[src/rtl/unsign_addsub_serial.sv]
// unsign_addsub_serial
//   Bit-serial unsigned adder/subtractor. A single full-adder slice works
//   through the operands LSB first, one bit per clock. A transaction takes
//   INPUT_BIT_WIDTH cycles to compute. Operands and results move through
//   valid/ready handshakes. The result is the same as the combinational
//   UnsignAddSub, so this block can also serve as a cross-check for it.
//
// Ports
//   Clk        in   rising-edge clock
//   RstN       in   asynchronous active-low reset
//   InValid    in   operand transaction offered
//   InReady    out  operands accepted this cycle (IDLE only)
//   InputA     in   operand A, unsigned
//   InputB     in   operand B, unsigned
//   AddSubMode in   0 = A+B, 1 = A-B
//   OutValid   out  Result/CarryFlag valid (DONE only)
//   OutReady   in   downstream accepts result
//   Result     out  (A op B) mod 2^INPUT_BIT_WIDTH
//   CarryFlag  out  add: carry-out; sub: borrow (1 when A<B)
//   Busy       out  high in RUN and DONE
module unsign_addsub_serial #(
  parameter int INPUT_BIT_WIDTH = 8
) (
  input  logic                       Clk,
  input  logic                       RstN,
  input  logic                       InValid,
  output logic                       InReady,
  input  logic [INPUT_BIT_WIDTH-1:0] InputA,
  input  logic [INPUT_BIT_WIDTH-1:0] InputB,
  input  logic                       AddSubMode,
  output logic                       OutValid,
  input  logic                       OutReady,
  output logic [INPUT_BIT_WIDTH-1:0] Result,
  output logic                       CarryFlag,
  output logic                       Busy
);

  localparam int W  = INPUT_BIT_WIDTH;
  localparam int CW = (W > 1) ? $clog2(W) : 1;
  localparam logic [CW-1:0] LastCnt = CW'(W - 1);

  typedef enum logic [1:0] {
    IDLE = 2'd0,
    RUN  = 2'd1,
    DONE = 2'd2
  } stateT;

  stateT          stateReg, stateNext;
  logic [1:0]     rstSyncReg;
  logic [CW-1:0]  cntReg;
  logic [W-1:0]   aReg;
  logic [W-1:0]   bReg;
  logic           modeReg;
  logic           carryReg;
  logic [W-1:0]   resultReg;
  logic           carryFlagReg;

  logic           accept;
  logic           lastBit;
  logic           bEff;
  logic           sumBit;
  logic           carryNext;

  // Reset assertion is asynchronous. Reset release is synchronised before
  // the FSM may leave IDLE. This keeps the first acceptance clear of the
  // recovery window.
  always_ff @(posedge Clk or negedge RstN) begin
    if (!RstN) begin
      rstSyncReg <= 2'b00;
    end else begin
      rstSyncReg <= {rstSyncReg[0], 1'b1};
    end
  end

  // Single full-adder slice. Subtraction is A + ~B + 1: B is inverted here,
  // and the +1 comes from presetting the carry to the mode bit.
  always_comb begin
    bEff      = bReg[0] ^ modeReg;
    sumBit    = aReg[0] ^ bEff ^ carryReg;
    carryNext = (aReg[0] & bEff) | (aReg[0] & carryReg) | (bEff & carryReg);
    lastBit   = (cntReg == LastCnt);
  end

  // FSM: state register
  always_ff @(posedge Clk or negedge RstN) begin
    if (!RstN) begin
      stateReg <= IDLE;
    end else begin
      stateReg <= stateNext;
    end
  end

  // FSM: next state and handshake outputs
  always_comb begin
    stateNext = stateReg;
    InReady   = 1'b0;
    OutValid  = 1'b0;
    Busy      = 1'b0;
    accept    = 1'b0;
    case (stateReg)
      IDLE: begin
        InReady = 1'b1;
        accept  = InValid & rstSyncReg[1];
        if (accept) begin
          stateNext = RUN;
        end
      end
      RUN: begin
        Busy = 1'b1;
        if (lastBit) begin
          stateNext = DONE;
        end
      end
      DONE: begin
        Busy     = 1'b1;
        OutValid = 1'b1;
        if (OutReady) begin
          stateNext = IDLE;
        end
      end
      default: begin
        stateNext = IDLE;
      end
    endcase
  end

  // Datapath. Sum bits are shifted into the MSB of the A register as A
  // shifts out. After W steps the A register holds the complete sum. The
  // sum is copied to the visible result register on the final step. This
  // keeps Result/CarryFlag stable through RUN and IDLE.
  always_ff @(posedge Clk or negedge RstN) begin
    if (!RstN) begin
      cntReg       <= '0;
      aReg         <= '0;
      bReg         <= '0;
      modeReg      <= 1'b0;
      carryReg     <= 1'b0;
      resultReg    <= '0;
      carryFlagReg <= 1'b0;
    end else begin
      if (accept) begin
        aReg     <= InputA;
        bReg     <= InputB;
        modeReg  <= AddSubMode;
        carryReg <= AddSubMode;
        cntReg   <= '0;
      end else if (stateReg == RUN) begin
        aReg     <= {sumBit, aReg[W-1:1]};
        bReg     <= {1'b0, bReg[W-1:1]};
        carryReg <= carryNext;
        if (lastBit) begin
          // Wrap to zero instead of counting past W-1.
          cntReg       <= '0;
          resultReg    <= {sumBit, aReg[W-1:1]};
          // On subtraction the carry-out is the inverse of the borrow.
          carryFlagReg <= modeReg ? ~carryNext : carryNext;
        end else begin
          cntReg <= cntReg + 1'b1;
        end
      end
    end
  end

  assign Result    = resultReg;
  assign CarryFlag = carryFlagReg;

endmodule

[config.mk]
export PLATFORM = sky130hd
export DESIGN_NAME = unsign_addsub_serial
export DESIGN_NICKNAME = d
export VERILOG_FILES = /design/src/rtl/unsign_addsub_serial.sv
export SDC_FILE = /design/constraint.sdc
export NUM_CORES = 1
export LEC_CHECK = 0
export ABC_AREA = 1
export BUFFER_PORTS_ARGS = -buffer_cell sky130_fd_sc_hd__buf_4
export CAP_MARGIN = 20
export CORE_MARGIN = 3
export CORE_UTILIZATION = 45
export DETAILED_ROUTE_END_ITERATION = 6
export HOLD_SLACK_MARGIN = 0.08
export PLACE_DENSITY = 0.7
export SYNTH_ARGS = -nofsm -noshare
export SYNTH_HDL_FRONTEND = slang
export SYNTH_SLANG_ARGS = --single-unit
[constraint.sdc]
create_clock -name Clk -period 1.4 [get_ports Clk]
set_input_delay 0 -clock Clk [delete_from_list [all_inputs] [get_ports Clk]]
set_output_delay 0 -clock Clk [all_outputs]
set_load 0.03 [all_outputs]
==> qor.yml, run 1 <==
sta:
  finalHoldViolations: 0
  fin_skew_ns: 0.0103
  slew_violations: 0
  fin_crit_sh_pct: 95.4
  hold_ws_ns: 0.0867
  min_period_ns: 1.34
  setup_viol: 0
  max_freq_ghz: 0.749
critical_path:
  cp_max_fo: 14
  reg2reg_to: "aReg[5]$_DFFE_PN0P_"
  cp-end-kind: "primary output"
  critical_path_arrival_ns: 1.34
  worstSetupStartpoint: "stateReg[0]$_DFFE_PN0P_"
  path_class: "flip-flop to primary output"
  crit_end: "InReady"
  rrSetupSlack_ns: 0.07
  reg2reg_from: "stateReg[0]$_DFFE_PN0P_"
  r2r.worst_path.cells: 7
  start_kind: "flip-flop"
  required_ns: 1.40
finish:
  syn_to_final_growth_pct: 44.8
  fill_cells: 284
  fin_nets: 295
  fin_util_pct: 69.2
  stdcell_area_um2: 2380
  layout-drive-gt1-share_pct: 24.2
  diodes: 0
floorplan:
  fp.dieW_um: 66.5
  die_area_um2: 4420
  pin_count: 33
  die_y_um: 66.5
  core-area_um2: 3440
  rows: 21
  initial_utilization_pct: 47.8
placed_design:
  gpl.final_weighted_congestion: 0.692
  post-dp-hpwl_um: 2310
  port_buffers: 32
  placed_area_um2: 1990
synth:
  yosysMostFrequentCell: "nand2_1"
  avgSynthCellArea_um2: 8.03
  synthTopCellsByArea: "dfrtp_1 52%, nand2_1 18%, o21ai_0 7.0%"
  netlist_top_cells_count: "78 x nand2_1, 34 x dfrtp_1, 27 x inv_1"
  synth-edff-count: 0
  ys_types: 20
  syn_area_um2: 1650
  ys_warn_count: 0
  yosysTopAreaCell: "dfrtp_1"
  syn_inst: 205
  async_flop_share_pct: 100
  synth_ff_type: "dfrtp_1"
  synth_top_area_share_pct: 51.7
  synth_nets: 232
  postSynthRegisterBits: 34
  synth-seq-area-share_pct: 51.7
clock_tree:
  cts_tree: "built"
  cts_num_sinks: 34
  clk_latency_ns: 0.29
  cts-root-buf: "clkbuf_8"
  ctsLongestPathBuffers: 2
  cts_buffers: 5
  cts.clk_slew.worst_paths_ns: 0.07
  cts_max_level: 2
power_and_ir_drop:
  p_comb_share_pct: 45.7
  p_int_mw: 2.61
  seqPwrFrac_pct: 37.4
  p_per_area_nw_per_um2: 1820
  ir_drop_uv: 914
  p_sw_mw: 1.73
  power.leakage_nw: 1.29
  clkPwrFrac_pct: 16.9
  p_sw_share_pct: 39.8
job:
  drv_cap: 0
detailed_routing:
  wl_um: 3760
  drc: 0
  wl_per_cell_um: 11.9
  wl_met1_um: 1570
  antenna_left: 0
  vias: 1482
  route.met3.wl_um: 201
  drt_first_iter_violations: 110
  maxUsedRoutingLayer: "met4"
  viasPerCell: 4.70
  met2WireLength_um: 1950
  first_pass_iters: 5
global_routing:
  track_usage_pct: 18.7
  grt_max_degree: 35
  globalRouteOverflowTotal: 0
  antenna_found_initial: 0
  grt_pass1_vias: 1345
  grt_pass1_wl_um: 6110
worst_hold_path:
  hold_path_depth: 5
  holdCritStartpoint: "OutReady"
  hold_class: "input pin to flip-flop"
outcome:
  status: "completed"
==> layout by cell type, fill, tap and decap left out <==
master,netlist,routed
nand3_1,18,18
ha_4,0,2
fa_1,1,1
nor2_1,1,1
nand2_2,0,2
xnor2_1,1,1
ha_1,5,1
conb_1,1,1
nand4_1,3,3
inv_2,0,3
clkbuf_8,0,6
clkbuf_1,2,1
dlygate4sd3_1,0,18
o21ai_1,1,7
o21ai_0,23,17
clkbuf_16,0,2
nand2_4,0,1
inv_1,27,24
nand2_1,78,75
buf_4,1,42
dfrtp_1,34,34
xor2_1,1,1
clkinv_2,0,1
buf_6,1,2
nand3_4,0,1
buf_12,0,1
a21oi_1,1,1
ha_2,0,2
==> worst max-delay path, stage by stage, from the launching register on <==
cell	delay [ns]
dfrtp_1	0.42
inv_2	0.09
ha_4	0.15
buf_4	0.20
buf_4	0.19
==> power groups by stage <==
stage               combinational [mW]  sequential, mW  clock (mW)
floorplan                         1.10            1.79           0
global placement                  1.80            1.62           0
detailed placement                1.82            1.63           0
CTS                               1.87            1.62       0.759
global route                      2.26            1.68       0.802
finish                            1.98            1.62       0.735
==> how the worst min path moves through the flow <==
stage	to
final	stateReg[0]$_DFFE_PN0P_
after CTS	stateReg[0]$_DFFE_PN0P_
after detailed placement	aReg[2]$_DFFE_PN0P_
after global routing	bReg[7]$_DFFE_PN0P_
after global placement	Result[2]$_DFFE_PN0P_
after floorplan	CarryFlag$_DFFE_PN0P_
==> metal layers <==
metal  vias to the layer above  track usage (%)
li1                        764                -
met2                        32             31.5
met5                         -                0
met3                         4             6.07
met4                         0             6.85
met1                       682             22.2
==> logic make-up after synthesis <==
group                    after synthesis  synth area share [%]
XOR/XNOR                               2                  1.06
AND/OR/NAND/NOR                      101                  25.2
adder cells (fa/ha/maj)                6                  5.02
AO/OA/AOI/OAI                         25                  7.60
other                                  1                 0.228
buffers and inverters                 36                  9.19
flip-flops                            34                  51.7
==> flip-flops by register name (all words and copies together), names as in the netlist <==
register,cells
CarryFlag,1
Result,8
aReg,8
bReg,8
carryReg,1
cntReg,3
modeReg,1
rstSyncReg,2
stateReg,2
==> layout make-up <==
type	instances	area (um2)	share of cell area, %
clock buffer	7	86.3	3.62
clock inverter	1	5.00	0.210
inverter	27	101	4.25
multi-input combinational	135	694	29.1
sequential	34	851	35.7
tap	46	57.6	2.41
timing repair buffer	65	588	24.7
==> metrics by stage <==
step | total power [mW] | cells | setup TNS [ns] | setup WS [ns]
2_1_floorplan | 2.89 | 205 | 0 | 0.0227
3_3_place_gp | 3.42 | 284 | 0 | 0.0693
3_5_place_dp | 3.45 | 284 | 0 | 0.0557
4_1_cts | 4.25 | 310 | 0 | 0.0355
5_1_grt | 4.74 | 315 | -0.00600 | -0.00527
6_report | 4.34 | 315 | 0 | 0.0645
==> timing repair <==
action / CTS / global route
resized for setup: 0 / 20
hold buffers: 18 / 0
hold endpoints to repair: 52 / 0
buffers inserted: 0 / 3
setup endpoints to repair: 0 / 27
Power figures use the tool's default switching activity.
==> run 2, diff against run 1 <==
--- a/config.mk
+++ b/config.mk
@@ -6,13 +6,13 @@
 export NUM_CORES = 1
 export LEC_CHECK = 0
 export ABC_AREA = 1
-export BUFFER_PORTS_ARGS = -buffer_cell sky130_fd_sc_hd__buf_4
+export BUFFER_PORTS_ARGS = -buffer_cell sky130_fd_sc_hd__buf_2
 export CAP_MARGIN = 20
 export CORE_MARGIN = 3
-export CORE_UTILIZATION = 45
+export CORE_UTILIZATION = 48
 export DETAILED_ROUTE_END_ITERATION = 6
 export HOLD_SLACK_MARGIN = 0.08
-export PLACE_DENSITY = 0.7
+export PLACE_DENSITY = 0.74
 export SYNTH_ARGS = -nofsm -noshare
 export SYNTH_HDL_FRONTEND = slang
 export SYNTH_SLANG_ARGS = --single-unit
==> run 2 against run 1 <==
Against the previous run:
- critical path depth is the same
- sequential power is essentially flat
- combinational power is 6% lower
- count of clock-buffer cells in the layout decreased by 1
- via count is 1.7% lower
- final area down 7.4%
- setup slack hardly changed
- non-clock buffer count fell by 1
- first-iteration DRC count decreased by 18%
- clock power is 21% lower
- global-route usage grew 0.74 points
- sequential share of layout area rose by 2.9 points
- critical path type is now flip-flop to flip-flop
- highest routed layer unchanged
==> qor.yml, run 2 (same netlist as run 1, synthesis figures left out) <==
sta:
  max_freq_ghz: 0.749
  setup_viol: 0
  grt_setup_unrepaired: "yes"
  fin_skew_ns: 0.0225
  min_period_ns: 1.34
  fin_crit_sh_pct: 95.4
  slew_violations: 0
  finalHoldViolations: 0
power_and_ir_drop:
  power.leakage_nw: 1.24
  p_per_area_nw_per_um2: 1840
  ir_drop_uv: 968
  power.total_mw: 4.06
critical_path:
  slowest_stage: "dfrtp_1"
  required_ns: 1.68
  rrSetupSlack_ns: 0.06
  r2r.worst_path.cells: 4
  cp_max_fo: 2
  reg2reg_from: "bReg[0]$_DFFE_PN0P_"
  start_kind: "flip-flop"
  cp-end-kind: "flip-flop"
  critPathMaxStageDelay_ns: 0.43
  reg2reg_to: "CarryFlag$_DFFE_PN0P_"
  path_class: "flip-flop to flip-flop"
  crit_chain: "xnor2_2 > fa_1 > xor2_1 > o21ai_0"
  critical_path_arrival_ns: 1.62
finish:
  syn_to_final_growth_pct: 34.0
  stdcell_area_um2: 2210
  final_cell_mix: "78 x nand2_1, 34 x dfrtp_1, 31 x buf_2"
  layout_commonest_cell: "nand2_1"
  layout-drive-gt1-share_pct: 21.3
  fin_nets: 294
  diodes: 0
  fin_util_pct: 70.0
  fill_cells: 269
detailed_routing:
  maxUsedRoutingLayer: "met4"
  wl_met1_um: 1520
  met2WireLength_um: 1680
  antenna_left: 0
  route.met3.wl_um: 154
  viasPerCell: 4.67
  drc: 0
  wl_per_cell_um: 10.9
  wl_um: 3410
  first_pass_iters: 6
  drt_first_iter_violations: 90
  vias: 1457
global_routing:
  grt_pass1_vias: 1467
  antenna_found_initial: 0
  track_usage_pct: 19.5
  grt_max_degree: 35
  globalRouteOverflowTotal: 0
  grt_pass1_wl_um: 6240
floorplan:
  die_area_um2: 4170
  rows: 20
  fp.dieW_um: 64.6
  pin_count: 33
  core-area_um2: 3150
  die_y_um: 64.6
  initial_utilization_pct: 52.2
worst_hold_path:
  hold_class: "input pin to async pin"
clock_tree:
  cts_buffers: 5
  clk_latency_ns: 0.35
  ctsLongestPathBuffers: 2
  cts-root-buf: "clkbuf_4"
  cts_num_sinks: 34
  cts_tree: "built"
  cts.clk_slew.worst_paths_ns: 0.12
  cts_max_level: 2
placed_design:
  port_buffers: 32
  placed_area_um2: 1910
  post-dp-hpwl_um: 2280
  gpl.final_weighted_congestion: 0.745
outcome:
  status: "completed"
job:
  drv_cap: 0
==> run 2: cell count changes in the layout (fill, tap and decap cells not counted), moves of 3 or more <==
cell      change
clkbuf_4      +5
buf_4        -31
nand2_1       +3
buf_2        +31
clkbuf_8      -5
==> run 2: where the power goes <==
group | internal (mW) | leakage, nW | total (mW) | switching, mW
clock | 0.241 | 0.0343 | 0.579 | 0.338
sequential | 1.39 | 0.430 | 1.62 | 0.231
combinational | 0.738 | 0.772 | 1.87 | 1.13
total | 2.37 | 1.24 | 4.06 | 1.70
==> run 2: critical path, delay by kind of cell, from the launching register on <==
kind	cells	cell delay, ns
compound gates	1	0.13
fa+ha+maj	1	0.40
xor+xnor	2	0.31
flops	1	0.43
==> run 2: repair_timing <==
action / 4_1_cts / 5_1_grt
pin swaps: 0 / 1
setup buffers: 0 / 2
setup endpoints to repair: 1 / 24
hold buffers: 20 / 0
endpoints found under the hold margin: 54 / 0
gates resized for setup: 1 / 11
==> run 2: worst max path at each step <==
stage | from | to | slack, ns | cells after the start
6_report | bReg[0]$_DFFE_PN0P_ | CarryFlag$_DFFE_PN0P_ | 0.06 | 4
2_1_floorplan | stateReg[0]$_DFFE_PN0P_ | bReg[5]$_DFFE_PN0P_ | 0.02 | 7
3_3_place_gp | modeReg$_DFFE_PN0N_ | aReg[7]$_DFFE_PN0P_ | 0.08 | 5
4_1_cts | stateReg[0]$_DFFE_PN0P_ | InReady | 0.0007 | 4
5_1_grt | cntReg[0]$_DFFE_PN0P_ | Result[7]$_DFFE_PN0P_ | -0.06 | 8
3_5_place_dp | modeReg$_DFFE_PN0N_ | aReg[7]$_DFFE_PN0P_ | 0.03 | 5
==> run 2: metrics by stage <==
step	instances	setup TNS [ns]	hold slack, ns	setup WS [ns]
6_report	312	0	0.191	0.0644
5_1_grt	312	-0.159	0.217	-0.0574
4_1_cts	310	0	0.193	0.000701
3_5_place_dp	282	0	0.0530	0.0315
3_3_place_gp	282	0	0.0483	0.0752
2_1_floorplan	205	0	-0.296	0.0227
==> run 2: metal layers <==
| layer | up-vias | global-route usage [%] |
|---|---|---|
| met2 | 25 | 33.6 |
| met4 | 0 | 6.33 |
| met1 | 666 | 23.0 |
| met3 | 7 | 5.89 |
| met5 | - | 0 |
| li1 | 759 | - |
==> run 2: cell type report <==
cell class                      instances  area, um2  share of cell area (%)
Clock buffer                            6       51.3                    2.32
Timing Repair Buffer                   64        469                    21.3
Clock inverter                          2       12.5                   0.567
Inverter                               27        101                    4.59
Tap cell                               44       55.1                    2.49
Multi-Input combinational cell        135        667                    30.2
Sequential cell                        34        851                    38.5
==> run 3, diff against run 2 <==
--- a/config.mk
+++ b/config.mk
@@ -8,11 +8,13 @@
 export ABC_AREA = 1
 export BUFFER_PORTS_ARGS = -buffer_cell sky130_fd_sc_hd__buf_2
 export CAP_MARGIN = 20
+export CORE_ASPECT_RATIO = 1.4
 export CORE_MARGIN = 3
 export CORE_UTILIZATION = 48
 export DETAILED_ROUTE_END_ITERATION = 6
 export HOLD_SLACK_MARGIN = 0.08
 export PLACE_DENSITY = 0.74
+export RECOVER_POWER = 100
 export SYNTH_ARGS = -nofsm -noshare
 export SYNTH_HDL_FRONTEND = slang
 export SYNTH_SLANG_ARGS = --single-unit
==> run 3 against run 2 <==
Against the previous run:
- total power is 5.4% higher
- global-route usage is 0.52 points lower
- critical path depth is 1 higher
- final area is 1.2% higher
- sequential power hardly changed
- critical path type unchanged
==> qor.yml, run 3 (same netlist as run 1, synthesis figures left out) <==
global_routing:
  globalRouteOverflowTotal: 0
  grt_pass1_wl_um: 6020
  grt_max_degree: 35
  antenna_found_initial: 0
  track_usage_pct: 18.9
  grt_pass1_vias: 1397
sta:
  slew_headroom_pct: 45.8
  fin_crit_sh_pct: 98.5
  setup_viol: 0
  max_freq_ghz: 0.725
  fin_skew_ns: 0.00864
  worst_pin_slew_ns: 0.814
  min_period_ns: 1.38
  setup_tns_ns: 0
  hold_ws_ns: 0.109
  finalHoldViolations: 0
  grt_setup_unrepaired: "yes"
  slew_violations: 0
  fin_ws_ns: 0.0207
worst_hold_path:
  hold_class: "input pin to flip-flop"
finish:
  syn_to_final_growth_pct: 35.6
  layout-drive-gt1-share_pct: 19.8
  final_cell_mix: "76 x nand2_1, 34 x dfrtp_1, 24 x inv_1"
  layout_commonest_cell: "nand2_1"
  fin_nets: 294
  stdcell_area_um2: 2230
  diodes: 0
floorplan:
  pin_count: 33
  core-area_um2: 3210
  initial_utilization_pct: 51.2
  die_y_um: 75.3
  die_area_um2: 4180
  fp.dieW_um: 55.5
  rows: 24
clock_tree:
  cts_tree: "built"
  cts_num_sinks: 34
  cts_max_level: 2
  ctsLongestPathBuffers: 2
  cts_buffers: 5
  cts.clk_slew.worst_paths_ns: 0.07
  cts-root-buf: "clkbuf_8"
  clk_latency_ns: 0.29
detailed_routing:
  wl_per_cell_um: 11.6
  wl_um: 3580
  viasPerCell: 4.71
  vias: 1446
  first_pass_iters: 4
  drc: 0
  antenna_left: 0
  drt_first_iter_violations: 59
power_and_ir_drop:
  ir_drop_uv: 1100
  p_per_area_nw_per_um2: 1920
  power.leakage_nw: 1.21
critical_path:
  start_kind: "flip-flop"
  cp_max_fo: 2
  rrSetupSlack_ns: 0.02
  slowest_stage: "fa_2"
  critPathMaxStageDelay_ns: 0.54
  crit_top_cell: "nand2_1"
  required_ns: 1.59
  path_class: "flip-flop to flip-flop"
  crit_chain: "xnor2_2 > fa_2 > o21ai_1 > nand2_1 > nand2_1"
  critical_path_arrival_ns: 1.56
  cp-end-kind: "flip-flop"
placed_design:
  gpl.final_weighted_congestion: 0.714
  post-dp-hpwl_um: 2420
  place_ws_ns: -0.00792
  port_buffers: 32
  placed_area_um2: 1930
outcome:
  status: "completed"
job:
  drv_cap: 0
run 3: cell types whose count changed in the layout (fill, tap and decap cells not counted), sizes merged:
cell         before  now
dlygate4sd3      20   18
clkinvlp          1    0
clkbuf            6   20
buf              44   33
run 3: final cells by class:
| type | count | area [um2] |
|---|---|---|
| multi-input combinational | 135 | 684 |
| tap | 39 | 48.8 |
| timing repair buffer | 64 | 457 |
| inverter | 27 | 101 |
| clock inverter | 1 | 5.00 |
| fill | 264 | 980 |
| sequential | 34 | 851 |
| clock buffer | 7 | 86.3 |
run 3: critical path: cells and delay by family (launching register included):
family,cells,cell delay (ns)
compound gates,1,0.06
xor+xnor,1,0.15
fa+ha+maj,1,0.54
flops,1,0.42
simple gates,2,0.11
run 3: power by group:
group          internal, mW  switching, mW
clock network         0.396          0.338
registers              1.39          0.228
logic                 0.762           1.17
run 3: worst paths after layout:
path / start / to / cells after the start
min in group asynchronous: RstN / Result[4]$_DFFE_PN0P_ / 3
max in group asynchronous: RstN / cntReg[2]$_DFFE_PN0P_ / 3
hold reg to reg: rstSyncReg[0]$_DFF_PN0_ / rstSyncReg[1]$_DFF_PN0_ / 0
setup / recovery: bReg[0]$_DFFE_PN0P_ / aReg[7]$_DFFE_PN0P_ / 5
setup reg to reg: bReg[0]$_DFFE_PN0P_ / aReg[7]$_DFFE_PN0P_ / 5
hold / removal: OutReady / stateReg[0]$_DFFE_PN0P_ / 5
run 3: routing by layer:
metal	share of wire, %	track usage [%]	up-vias	wire length, um
met3	3.7	5.42	9	133
met5	0	0	-	0
met4	2.1	8.38	0	76
li1	-	-	757	-
met1	41	20.6	647	1460
met2	53	34.6	33	1910
run 3: what timing repair did:
item,CTS,global route
resized for setup,1,14
endpoints found under the hold margin,52,0
setup buffers,0,1
hold buffers,18,0
pin swaps,1,0
endpoints found under the setup margin,1,29
run 3: stage by stage:
step | power [mW] | utilization (%) | instances
global placement | 3.38 | 60.0 | 280
detailed placement | 3.46 | 60.0 | 280
finish | 4.28 | 69.5 | 307
CTS | 4.26 | 68.5 | 306
global route | 4.68 | 69.5 | 307
floorplan | 2.89 | - | 205
